## src/rtl/fpu_pkg.sv

```systemverilog
// fpu_pkg: shared state encoding, normalize selects and loop bounds for the FP add sequencer.
// Rev 1.0
`default_nettype none

package fpu_pkg;

  typedef enum logic [2:0] {
    ST_IDLE    = 3'd0,
    ST_COMPARE = 3'd1,
    ST_ALIGN   = 3'd2,
    ST_SUM     = 3'd3,
    ST_NORM    = 3'd4,
    ST_ROUND   = 3'd5,
    ST_DONE    = 3'd6
  } state_t;

  localparam logic [1:0] SEL_NORM_HOLD  = 2'b00;
  localparam logic [1:0] SEL_NORM_RIGHT = 2'b01;
  localparam logic [1:0] SEL_NORM_LEFT  = 2'b10;

  // Beyond man_w+3 positions every mantissa bit has already fallen into sticky.
  function automatic int align_max(input int man_w);
    return man_w + 3;
  endfunction

  function automatic int norm_max(input int man_w);
    return man_w + 2;
  endfunction

endpackage

`default_nettype wire

```

## src/rtl/fpu_sat_downcnt.sv

```systemverilog
// fpu_sat_downcnt: loadable down-counter that sticks at zero, with a count==1 flag.
// Rev 1.0
`default_nettype none

module fpu_sat_downcnt #(
  parameter int W = 5
) (
  input  logic         clk,
  input  logic         reset,
  input  logic         load,
  input  logic [W-1:0] load_val,
  input  logic         dec,
  output logic [W-1:0] count,
  output logic         is_one
);

  always_ff @(posedge clk) begin
    if (reset) begin
      count <= '0;
    end else if (load) begin
      count <= load_val;
    end else if (dec && (count != '0)) begin
      count <= count - 1'b1;
    end
  end

  assign is_one = (count == W'(1));

endmodule

`default_nettype wire

```

## src/rtl/fpu_add_seq.sv

```systemverilog
// fpu_add_seq: multi-cycle control sequencer for the FP adder datapath.
// Rev 1.0
`default_nettype none

module fpu_add_seq
  import fpu_pkg::*;
#(
  parameter int EXP_W = 8,
  parameter int MAN_W = 23
) (
  input  logic              clk,
  input  logic              reset,
  input  logic              start,
  input  logic              ack,
  input  logic signed [EXP_W:0] exp_diff,
  input  logic [1:0]        lead_bits,
  input  logic              is_zero,
  input  logic              round_carry,
  output logic              load_ops,
  output logic              swap,
  output logic              align_shift,
  output logic              sum_en,
  output logic [1:0]        sel_norm,
  output logic              round_en,
  output logic              busy,
  output logic              done,
  output logic              zero_result
);

  localparam int ALIGN_MAX = align_max(MAN_W);
  localparam int NORM_MAX  = norm_max(MAN_W);
  localparam int CNT_W     = $clog2(ALIGN_MAX + 1);
  localparam int NCNT_W    = $clog2(NORM_MAX + 1);
  localparam logic [EXP_W:0]  ALIGN_MAX_E = (EXP_W+1)'(ALIGN_MAX);
  localparam logic [NCNT_W-1:0] NORM_LAST = NCNT_W'(NORM_MAX - 1);

  state_t              state;
  logic [NCNT_W-1:0]   norm_cnt;
  logic                rnd_pass;

  logic                diff_neg;
  logic [EXP_W:0]      diff_mag;
  logic [CNT_W-1:0]    align_load;
  logic [CNT_W-1:0]    align_cnt;
  logic                align_last;

  // Unsigned magnitude so that -2^EXP_W maps to 2^EXP_W and saturates like any large shift.
  assign diff_neg   = exp_diff[EXP_W];
  assign diff_mag   = diff_neg ? (~$unsigned(exp_diff) + 1'b1) : $unsigned(exp_diff);
  assign align_load = (diff_mag > ALIGN_MAX_E) ? CNT_W'(ALIGN_MAX) : CNT_W'(diff_mag);

  fpu_sat_downcnt #(
    .W (CNT_W)
  ) u_align_cnt (
    .clk      (clk),
    .reset    (reset),
    .load     (state == ST_COMPARE),
    .load_val (align_load),
    .dec      (state == ST_ALIGN),
    .count    (align_cnt),
    .is_one   (align_last)
  );

  always_ff @(posedge clk) begin
    if (reset) begin
      state       <= ST_IDLE;
      norm_cnt    <= '0;
      rnd_pass    <= 1'b0;
      swap        <= 1'b0;
      zero_result <= 1'b0;
    end else begin
      case (state)
        ST_IDLE: begin
          if (start) begin
            state       <= ST_COMPARE;
            rnd_pass    <= 1'b0;
            norm_cnt    <= '0;
            zero_result <= 1'b0;
          end
        end
        ST_COMPARE: begin
          swap  <= diff_neg;
          state <= (diff_mag == '0) ? ST_SUM : ST_ALIGN;
        end
        ST_ALIGN: begin
          // A zero count can only appear after an upset; leave rather than stall.
          if (align_last || (align_cnt == '0)) begin
            state <= ST_SUM;
          end
        end
        ST_SUM: begin
          state <= ST_NORM;
        end
        ST_NORM: begin
          if (lead_bits[1]) begin
            state <= ST_NORM;
          end else if (lead_bits[0]) begin
            state <= ST_ROUND;
          end else if (is_zero) begin
            zero_result <= 1'b1;
            state       <= ST_DONE;
          end else begin
            norm_cnt <= norm_cnt + 1'b1;
            if (norm_cnt == NORM_LAST) begin
              zero_result <= 1'b1;
              state       <= ST_DONE;
            end
          end
        end
        ST_ROUND: begin
          if (round_carry && !rnd_pass) begin
            rnd_pass <= 1'b1;
            state    <= ST_NORM;
          end else begin
            state <= ST_DONE;
          end
        end
        ST_DONE: begin
          if (ack) begin
            state <= ST_IDLE;
          end
        end
        default: begin
          state <= ST_IDLE;
        end
      endcase
    end
  end

  always_comb begin
    load_ops    = 1'b0;
    align_shift = 1'b0;
    sum_en      = 1'b0;
    sel_norm    = SEL_NORM_HOLD;
    round_en    = 1'b0;
    busy        = (state != ST_IDLE) && (state != ST_DONE);
    done        = (state == ST_DONE);
    case (state)
      ST_IDLE:  load_ops    = start;
      ST_ALIGN: align_shift = 1'b1;
      ST_SUM:   sum_en      = 1'b1;
      ST_NORM: begin
        if (lead_bits[1]) begin
          sel_norm = SEL_NORM_RIGHT;
        end else if (!lead_bits[0] && !is_zero) begin
          sel_norm = SEL_NORM_LEFT;
        end
      end
      ST_ROUND: round_en = 1'b1;
      default: ;
    endcase
  end

endmodule

`default_nettype wire

```

## config.mk

```make
export PLATFORM = sky130hd
export DESIGN_NAME = fpu_add_seq
export DESIGN_NICKNAME = d
export VERILOG_FILES = /design/src/rtl/fpu_pkg.sv /design/src/rtl/fpu_sat_downcnt.sv /design/src/rtl/fpu_add_seq.sv
export SDC_FILE = /design/constraint.sdc
export NUM_CORES = 1
export LEC_CHECK = 0
export CORE_MARGIN = 2
export CORE_UTILIZATION = 40
export CTS_CLUSTER_SIZE = 16
export DETAILED_ROUTE_END_ITERATION = 8
export PLACE_DENSITY_LB_ADDON = 0.15
export SLEW_MARGIN = 10
export SYNTH_ARGS = -nofsm -noshare
export SYNTH_HDL_FRONTEND = slang
export SYNTH_SLANG_ARGS = --single-unit
```

## constraint.sdc

```tcl
create_clock -name clk -period 2.5 [get_ports clk]
set_input_delay 0.5 -clock clk [delete_from_list [all_inputs] [get_ports clk]]
set_output_delay 0.5 -clock clk [all_outputs]
set_load 0.1 [all_outputs]
```

==> impl_results.md <==
- Outcome: complete, no violations
- Pre-Repair DR Iteration Count: 4
- Seq/Total Area, Yosys: 25.1%
- CP Data Required Time: 2.00 ns
- Hold_buf cts: 0
- Multi-input gate area: 907 µm²
- Initial Util: 41.8%
- Clock Skews: between 0.01 and 0.015 ns
- Number of diodes: 0
- CTS tree: done
- Hold Path Class: flip-flop to flip-flop
- Fill count: between 200 and 300
- Register area: approximately 320 µm²
- Share of cells above drive strength 1: 20.4%
- Vias in the first global route: 1293
- Worst-Margin Slew: roughly 0.53 ns
- Hold Path Cell Cnt: 2
- Hold Crit Endpoint: rnd_pass
- Worst-skew pair later-pin latency: 0.30 ns
- Cells after Synth: 165
- Initial detailed-routing violation count: ~70
- Worst R2R End: norm_cnt[3]
- GR Util met1: 21.4%
- Cell row count: 20
- Crit. End Element: output port
- Unique cell type count in the Yosys netlist: 52
- Chip width: 60.5 µm
- Max rail drop VDD: 455 µV
- Yosys reg bits: 16
- Final Util: between 50% and 60%
- Async set-reset flop share out of synthesis: 0%
- Syn Nets: 188
- GP Congestion: 0.911
- Final worst-path cycle share: 93.7%
- Clock transition at the registers of the reported paths: 0.11 ns
- Num CTS Buffers: 3
- Unrepaired setup endpoints after global routing: false
- Routed WL per cell: 13.5 µm
- Synth warn: 0
- Gr usage total: between 15 and 20%
- Final hold viol count: 0
- Antenna viol nets, final: 0
- Initial antenna violation count: 0
- Total number of vias: 1397
- Max-slew headroom: 64.6%
- Post-CTS setup buffer count: 0
- Drt total wl: 3380 µm
- Crit Path Class: flip-flop to output port
- Clock root cell: clkbuf_4
- Core area: between 0.003 and 0.004 mm²
- Port bufs: 26
- Via density: 5.59
- CP Launch Type: flip-flop
- H-tree depth: 1
- Number of flops mapped to enable cells by yosys: 0
- Die Y: 60.5 µm
- Min-delay src: rnd_pass
- Max clock buf depth: 2
- DRC Markers: 0
- Hpwl dp: around 2600 µm
- Area delta synth->final: 42.6%
- Max Slew Vio Count: 0
- Final min period: roughly 2.3 ns
- GRT Residual Overflow: 0
- Largest fanout on the critical path: 15
- Setup violators final: 0
- Power Dens Cells: a little under 1000 mW/mm²
- Post-Syn Area per Cell: 7.74 µm²
- Cell Area, Synth: 0.00128 mm²
- PnR worst setup slack: ~0.16 ns
- Pre-CTS WS: -0.170 ns
- LEAKAGE: 0.717 nW
- Nets@finish: 230
- GR peak layer: met2
- Highest Clock Rate: 427 MHz
- Met3 Use GR: 2.77%
- TritonCTS Sinks: 16
- R2R setup slack: 0.59 ns
- Die area: around 0.0037 mm²
- Reg2reg path depth: 7
- Met2 Use GR: 38.5%
- # IOs: 27
- Max-Cap Viols: 0
- Largest net degree at the start of global routing: 16
- Post-synth top flop: dfxtp_1
- Arrival time at the worst endpoint: between 1.5 and 2 ns
- R2R Path Start: state[2]
- Global-route wire length before repair: 5480 µm
-- critical path, cell delays in order (launching register included) --
cell	delay, ns
dfxtp_1	0.67
nand2b_1	0.29
nor2_1	0.21
and2_1	0.19
buf_12	0.18
-- through the flow --
stage	hold slack, ns	cell area [µm²]	setup TNS (ns)	instances	power [mW]
6_report	0.467	1820	0	250	1.79
5_1_grt	0.502	1820	0	250	1.90
4_1_cts	0.468	1810	0	250	1.79
3_5_place_dp	0.452	1770	-0.371	246	1.62
3_3_place_gp	0.442	1770	-0.151	246	1.60
2_1_floorplan	0.431	1290	-0.0930	165	1.26
-- Yosys cell counts (all sizes together) (4+ instances only) --
| library cell | count | area, µm² |
|---|---|---|
| xnor2 | 4 | 35.0 |
| nor3 | 7 | 35.0 |
| or3 | 5 | 31.3 |
| nand2b | 4 | 25.0 |
| nor2 | 19 | 71.3 |
| clkbuf | 6 | 22.5 |
| xor2 | 5 | 43.8 |
| ha | 6 | 75.1 |
| dfxtp | 16 | 320 |
| inv | 12 | 45.0 |
| o21ai | 4 | 20.0 |
| nand4 | 4 | 25.0 |
| nand2 | 10 | 37.5 |
| a21oi | 6 | 30.0 |
-- layout by cell type, fill, tap and decap left out, types with 3 or more instances in the layout --
master           Yosys  routed
nand2_1             10      10
a21oi_1              6       6
buf_12               0       7
mux2i_1              3       3
buf_4                0      21
a221oi_1             3       3
nor2_1              19      18
clkbuf_4             0       3
or3_1                5       5
nand3b_1             3       3
nand2b_1             4       4
dfxtp_1             16      16
o31ai_1              3       3
ha_1                 6       6
nor3_1               7       5
nand3_1              3       3
o21ai_0              3       3
nand4_1              4       4
inv_1               12      12
xor2_1               5       5
xnor2_1              4       4
clkdlybuf4s50_1      0      16
-- flip-flops by register name, summed over array words and instances, names as in the netlist --
| name | flops |
|---|---|
| zero_result | 1 |
| state | 3 |
| norm_cnt | 5 |
| rnd_pass | 1 |
| swap | 1 |
| u_align_cnt.count | 5 |
-- metal layers --
metal  part of all wire, %  routed length (µm)
met1                    43                1440
met2                    53                1790
met3                   3.1                 104
met4                   1.3                  44
met5                     0                   0
-- kinds of logic after synthesis --
group	share of synthesized area [%]
flip-flops	25.1
AND/OR/NAND/NOR	32.1
AO/OA/AOI/OAI	22.2
adder cells (fa/ha/maj)	5.88
XOR/XNOR	6.17
multiplexers	2.35
buffers and inverters	6.17
-- worst max-delay path by stage --
stage / cells past startpoint / start / endpoint / slack, ns
2_1_floorplan: 2 / lead_bits[1] / sel_norm[1] / -0.09
3_3_place_gp: 6 / exp_diff[2] / state[0] / -0.10
3_5_place_dp: 8 / exp_diff[0] / state[0] / -0.17
4_1_cts: 8 / exp_diff[0] / state[0] / 0.13
5_1_grt: 6 / exp_diff[2] / state[0] / 0.04
6_report: 4 / state[2] / sel_norm[0] / 0.16
-- final cells by class --
cell class	instances	area share [%]
clock buffer	4	1.99
inverter	12	2.47
multi-input combinational	130	49.8
sequential	16	17.6
tap	44	3.02
timing repair buffer	44	25.1
-- power by group --
group | internal, mW | switching [mW] | total, mW | leakage [nW]
registers | 0.315 | 0.101 | 0.417 | 0.130
logic | 0.447 | 0.749 | 1.20 | 0.566
clock network | 0.0888 | 0.0914 | 0.180 | 0.0210
-- repair_timing --
item	4_1_cts	5_1_grt
setup endpoints to repair	0	1
hold endpoints to repair	0	0
gates resized for setup	0	2
Power figures use the tool's default switching activity.
